### config.mk
export PLATFORM = sky130hd
export DESIGN_NAME = game_sprite_motion
export DESIGN_NICKNAME = d
export VERILOG_FILES = /design/src/rtl/game_pkg.sv /design/src/rtl/game_step_divider.sv /design/src/rtl/game_sprite_motion.sv
export SDC_FILE = /design/constraint.sdc
export NUM_CORES = 1
export LEC_CHECK = 0
export CORE_UTILIZATION = 35
export DETAILED_ROUTE_END_ITERATION = 16
export PLACE_DENSITY = 0.69
export SYNTH_ARGS = -nofsm -noshare
export SYNTH_HDL_FRONTEND = slang
export SYNTH_SLANG_ARGS = --single-unit
### constraint.sdc
create_clock -name clk -period 2.85 [get_ports clk]
set_input_delay 0.57 -clock clk [delete_from_list [all_inputs] [get_ports clk]]
set_output_delay 0.57 -clock clk [all_outputs]
set_load 0.1 [all_outputs]
### src/rtl/game_pkg.sv
// Shared game constants: screen geometry, coordinate/velocity widths, sprite size
// and the default movement divider used by the sprite engines.
package game_pkg;

  localparam int SCREEN_W_DEF   = 640;
  localparam int SCREEN_H_DEF   = 480;
  localparam int X_W_DEF        = 10;
  localparam int Y_W_DEF        = 10;
  localparam int D_W_DEF        = 4;
  localparam int SPRITE_W_DEF   = 8;
  localparam int SPRITE_H_DEF   = 8;
  localparam int UPDATE_DIV_DEF = 1000000;

endpackage

### src/rtl/game_step_divider.sv
// Enable-cleared modulo-UPDATE_DIV counter; step is high for the one cycle in
// which the counter sits on its last value while enabled.
module game_step_divider
  import game_pkg::*;
#(
  parameter int UPDATE_DIV = UPDATE_DIV_DEF
) (
  input  logic clk,
  input  logic reset,
  input  logic enable,
  input  logic restart,
  output logic step
);

  localparam int CNT_W = $clog2(UPDATE_DIV);
  localparam logic [CNT_W-1:0] LAST = CNT_W'(UPDATE_DIV - 1);

  logic [CNT_W-1:0] cnt;

  assign step = enable && (cnt == LAST);

  always_ff @(posedge clk or posedge reset) begin
    if (reset) begin
      cnt <= '0;
    end else if (restart || !enable || (cnt == LAST)) begin
      cnt <= '0;
    end else begin
      cnt <= cnt + CNT_W'(1);
    end
  end

endmodule

### src/rtl/game_sprite_motion.sv
// Sprite position/velocity engine with on-screen flag and pixel-hit output.
// Define GAME_SPRITE_PIXEL_PIPE_EN to register pixel_hit (1-cycle latency).
module game_sprite_motion
  import game_pkg::*;
#(
  parameter int SCREEN_W   = SCREEN_W_DEF,
  parameter int SCREEN_H   = SCREEN_H_DEF,
  parameter int X_W        = X_W_DEF,
  parameter int Y_W        = Y_W_DEF,
  parameter int SPRITE_W   = SPRITE_W_DEF,
  parameter int SPRITE_H   = SPRITE_H_DEF,
  parameter int D_W        = D_W_DEF,
  parameter int UPDATE_DIV = UPDATE_DIV_DEF
) (
  input  logic           clk,
  input  logic           reset,
  input  logic           write_xy,
  input  logic [X_W-1:0] write_x,
  input  logic [Y_W-1:0] write_y,
  input  logic           write_dxy,
  input  logic [D_W-1:0] write_dx,
  input  logic [D_W-1:0] write_dy,
  input  logic           enable_update,
  input  logic [X_W-1:0] pixel_x,
  input  logic [Y_W-1:0] pixel_y,
  output logic [X_W-1:0] x,
  output logic [Y_W-1:0] y,
  output logic           within_screen,
  output logic           pixel_hit
);

  localparam logic [X_W-1:0] X_MAX = X_W'(SCREEN_W - SPRITE_W);
  localparam logic [Y_W-1:0] Y_MAX = Y_W'(SCREEN_H - SPRITE_H);

  logic signed [D_W-1:0] dx, dy;
  logic                  step;
  logic [X_W:0]          x_end;
  logic [Y_W:0]          y_end;
  logic                  hit;

  function automatic logic [X_W-1:0] sext_x(input logic signed [D_W-1:0] d);
    return X_W'(d);
  endfunction

  function automatic logic [Y_W-1:0] sext_y(input logic signed [D_W-1:0] d);
    return Y_W'(d);
  endfunction

  // A position load restarts the divider so the next step is a full period away.
  game_step_divider #(
    .UPDATE_DIV(UPDATE_DIV)
  ) u_div (
    .clk    (clk),
    .reset  (reset),
    .enable (enable_update),
    .restart(write_xy),
    .step   (step)
  );

  always_ff @(posedge clk or posedge reset) begin
    if (reset) begin
      x  <= '0;
      y  <= '0;
      dx <= '0;
      dy <= '0;
    end else begin
      if (write_xy) begin
        x <= write_x;
        y <= write_y;
      end else if (step) begin
        x <= x + sext_x(dx);
        y <= y + sext_y(dy);
      end
      if (write_dxy) begin
        dx <= write_dx;
        dy <= write_dy;
      end
    end
  end

  assign within_screen = (x <= X_MAX) && (y <= Y_MAX);

  // One extra bit keeps the right/bottom edge from wrapping near the top of range.
  assign x_end = {1'b0, x} + (X_W+1)'(SPRITE_W);
  assign y_end = {1'b0, y} + (Y_W+1)'(SPRITE_H);
  assign hit   = (pixel_x >= x) && ({1'b0, pixel_x} < x_end) &&
                 (pixel_y >= y) && ({1'b0, pixel_y} < y_end);

`ifdef GAME_SPRITE_PIXEL_PIPE_EN
  always_ff @(posedge clk or posedge reset) begin
    if (reset) begin
      pixel_hit <= 1'b0;
    end else begin
      pixel_hit <= hit;
    end
  end
`else
  assign pixel_hit = hit;
`endif

endmodule

==> flow_summary.json <==
{
  "status": "finished with violations",
  "violations": "negative setup slack",
  "drive_gt1_frac": 0.193,
  "crit_family": "buffers and inverters",
  "drt-total-wl_um": 10800,
  "first_global_vias": 3756,
  "slew_headroom": 0.493,
  "grt_setup_unrepaired": "true",
  "antenna_left": 0,
  "fillCellCount": 1112,
  "htree_levels": 2,
  "synthAdderAreaFrac": 0.179,
  "drt-initial-drc-count": 133,
  "dr.pass1.iters": 5,
  "die_h_um": 110,
  "yosys.area_share.simple": 0.209,
  "max-vdd-ir-drop_mv": 0.263,
  "post-route-util": 0.473,
  "async_reset_ff_frac": 1.00,
  "post-route-drc-count": 0,
  "nets": 670,
  "synth_area_mm2": 0.00407,
  "synth_top_family_by_area": "simple AND/OR/NAND/NOR gates",
  "critPathCaptureType": "output port",
  "hold_class": "flop to flop",
  "setup_ws_ns": -0.175,
  "syn_area_per_cell_um2": 8.59,
  "track_usage": 0.185,
  "cts_hold_buf": 0,
  "synth.area.mux_share": 0.0362,
  "required_ns": 2.28,
  "synth_top_area_share": 0.295,
  "die_w_um": 110,
  "finalHoldViolCount": 0,
  "pin_count": 75,
  "finalCriticalPeriod_ns": 3.03,
  "cts_buffers": 5,
  "cp-start-kind": "input port",
  "synth-edff-count": 0,
  "yosys_warnings": 0,
  "design_area_mm2": 0.00538,
  "grt_pass1_wl_um": 17400,
  "crit_arrival_ns": 2.46,
  "die_area_mm2": 0.0121,
  "timing.critical_path.buf_inv": 2,
  "synth_fp_nets": 584,
  "finalCritPeriodShare": 1.06,
  "dpl_cell_area_mm2": 0.00514,
  "hold_ws_ns": 0.517,
  "wl_per_cell_um": 15.3,
  "area_delta_synth_final_pct": 31.9,
  "synth.distinct_cells": 47,
  "dp.final_hpwl_um": 8490,
  "cp_max_fo": 2,
  "synth_compound_area_frac": 0.154,
  "fp-row-count": 39,
  "grt_max_degree": 32,
  "clock_latency_ns": 0.29,
  "finalMaxSlewViolations": 0,
  "worst_slew_pin_slew_ns": 0.759,
  "insertedDiodeCount": 0,
  "grt_overflow_total": 0,
  "cts_tree": "built",
  "clock_tree.root_cell": "clkbuf_16",
  "vias_per_cell": 5.39,
  "route.vias.total": 3796,
  "cp_cell_sequence": "clkdlybuf4s50_1 -> ha_1 -> nor2b_2 -> a2111oi_2 -> or3_1 -> a21oi_2 -> o211a_4 -> buf_12",
  "powerDensity_mw_per_mm2": 451,
  "skew_ns": 0.00254,
  "cts_buffer_depth": 2,
  "critical_path_class": "input port to output port",
  "place.gp.congestion": 0.868,
  "ys_seq_elements": 48,
  "yosysSeqAreaShare": 0.295,
  "core_mm2": 0.0114,
  "initial_core_util": 0.358,
  "ys.flop_type": "dfrtp_1",
  "clock.fmax_ghz": 0.331,
  "syn_inst": 474,
  "yosys-top-cells-area": "dfrtp_1 29%, ha_1 17%, inv_1 3.9%",
  "setup_viol": 1,
  "p_total_mw": 2.42,
  "io_buffers": 74,
  "max_cap_violations": 0,
  "finalSetupTns_ns": -0.175,
  "max_stage_delay_ns": 0.42,
  "cts.sinks": 48,
  "grt_antenna_before_repair": 0,
  "synth_top_area_cell": "dfrtp_1",
  "slowest_stage": "clkdlybuf4s50_1",
  "p_leak_nw": 2.44,
  "cts.reportedPaths.clkPinSlew_ns": 0.07,
  "synth_xor_xnor_area_share": 0.0709
}
## Yosys cell counts (2+ instances only)
cell type / number
a211oi_1: 3
a21o_1: 9
a21oi_1: 29
a221o_1: 2
a221oi_1: 3
a2bb2oi_1: 2
a31oi_1: 8
and2_1: 3
and3_1: 9
and4_1: 2
buf_2: 2
clkbuf_1: 13
dfrtp_1: 48
fa_1: 2
ha_1: 55
inv_1: 42
mux2_2: 6
mux2i_1: 8
nand2_1: 34
nand2b_1: 4
nand3_1: 22
nand4_1: 10
nand4b_1: 2
nor2_1: 39
nor2b_1: 8
nor3_1: 14
nor4_1: 2
nor4bb_1: 2
o211a_1: 3
o211ai_1: 5
o21a_1: 4
o21ai_0: 18
o21ai_1: 6
o22ai_1: 3
o311ai_0: 2
or2_2: 2
or3_1: 7
xnor2_1: 16
xor2_1: 17
## cells in the final DEF, fill, tap and decap left out, types with 5 or more instances in the layout
master           instances
dfrtp_1                 29
xor2_1                  17
a21o_1                   9
dfrtp_2                  8
dfrtp_4                 11
nand2_1                 34
a21oi_1                 25
nand4_1                 10
o211ai_1                 5
nand3_1                 21
o21ai_0                 18
and3_1                   9
clkdlybuf4s50_1         50
mux2_2                   6
xnor2_1                 15
clkbuf_16                5
buf_4                   41
o21ai_1                  6
nor3_1                  12
mux2i_1                  8
inv_1                   35
a31oi_1                  8
ha_1                    53
or3_1                    7
nor2_1                  38
nor2b_1                  7
## power by group
part           internal (mW)  switching (mW)  leakage, nW
logic                  0.410           0.610         1.77
clock network          0.351           0.260       0.0772
registers              0.730          0.0603        0.591
total                   1.49           0.931         2.44
## timing repair
item                       CTS  global route
resized for setup            8             8
setup buffers                3             1
pin swaps                   11             4
setup endpoints to repair    1             1
## worst reg2reg max path, stage by stage, from the launching register on
cell and delay (ns):
dfrtp_4 0.50, buf_4 0.15, buf_4 0.14, ha_1 0.34, a21oi_1 0.16, o22ai_1 0.12
or2_2 0.31, a31oi_1 0.22, nor4_1 0.07, or3_1 0.38
## sequential cells by signal, indices dropped and copies added, names as in the netlist
name and flops:
y 10, u_div.cnt 20, dy 4, dx 4
x 10
## cell families after synthesis
family,Yosys count
AOI/OAI and AO/OA,100
xor gates and xnor gates,33
adders and majority gates,57
buffers and inverters,58
DFF,48
muxes,14
and+or+nand+nor,164
## through the flow
step / setup WS, ns / std cells
finish: -0.175 / 704
detailed placement: -0.341 / 692
CTS: -0.189 / 703
global placement: -0.357 / 692
floorplan: 0.00342 / 474
global route: -0.292 / 704
## per-layer routing
| layer | routed length (µm) | vias up | track usage | part of all wire |
|---|---|---|---|---|
| li1 | - | 1867 | - | - |
| met1 | 5000 | 1817 | 0.239 | 0.46 |
| met2 | 5160 | 98 | 0.321 | 0.48 |
| met3 | 497 | 14 | 0.0308 | 0.046 |
| met4 | 137 | 0 | 0.0429 | 0.013 |
| met5 | 0 | - | 0 | 0 |
## path summary, 6_finish.rpt
kind / start / to / slack [ns] / cells past startpoint
min reg2reg: u_div.cnt[0]$_DFF_PP0_ / u_div.cnt[0]$_DFF_PP0_ / 0.52 / 1
min in group asynchronous: reset / dx[3]$_DFFE_PP0P_ / 0.60 / 2
max reg2reg: y[3]$_DFFE_PP0P_ / y[7]$_DFFE_PP0P_ / 0.35 / 9
max in group asynchronous: reset / y[0]$_DFFE_PP0P_ / 1.64 / 3
max: pixel_x[5] / pixel_hit / -0.18 / 8
min: u_div.cnt[0]$_DFF_PP0_ / u_div.cnt[0]$_DFF_PP0_ / 0.52 / 1
## cell type report
cell class | instances | area (µm²) | area share
inverter | 42 | 165 | 0.0307
timing repair buffer | 95 | 866 | 0.161
tap | 143 | 179 | 0.0333
clock inverter | 2 | 13.8 | 0.00256
sequential | 48 | 1250 | 0.233
multi-input combinational | 368 | 2760 | 0.514
clock buffer | 6 | 139 | 0.0258
Note: power is estimated with default switching activity, not from simulation.
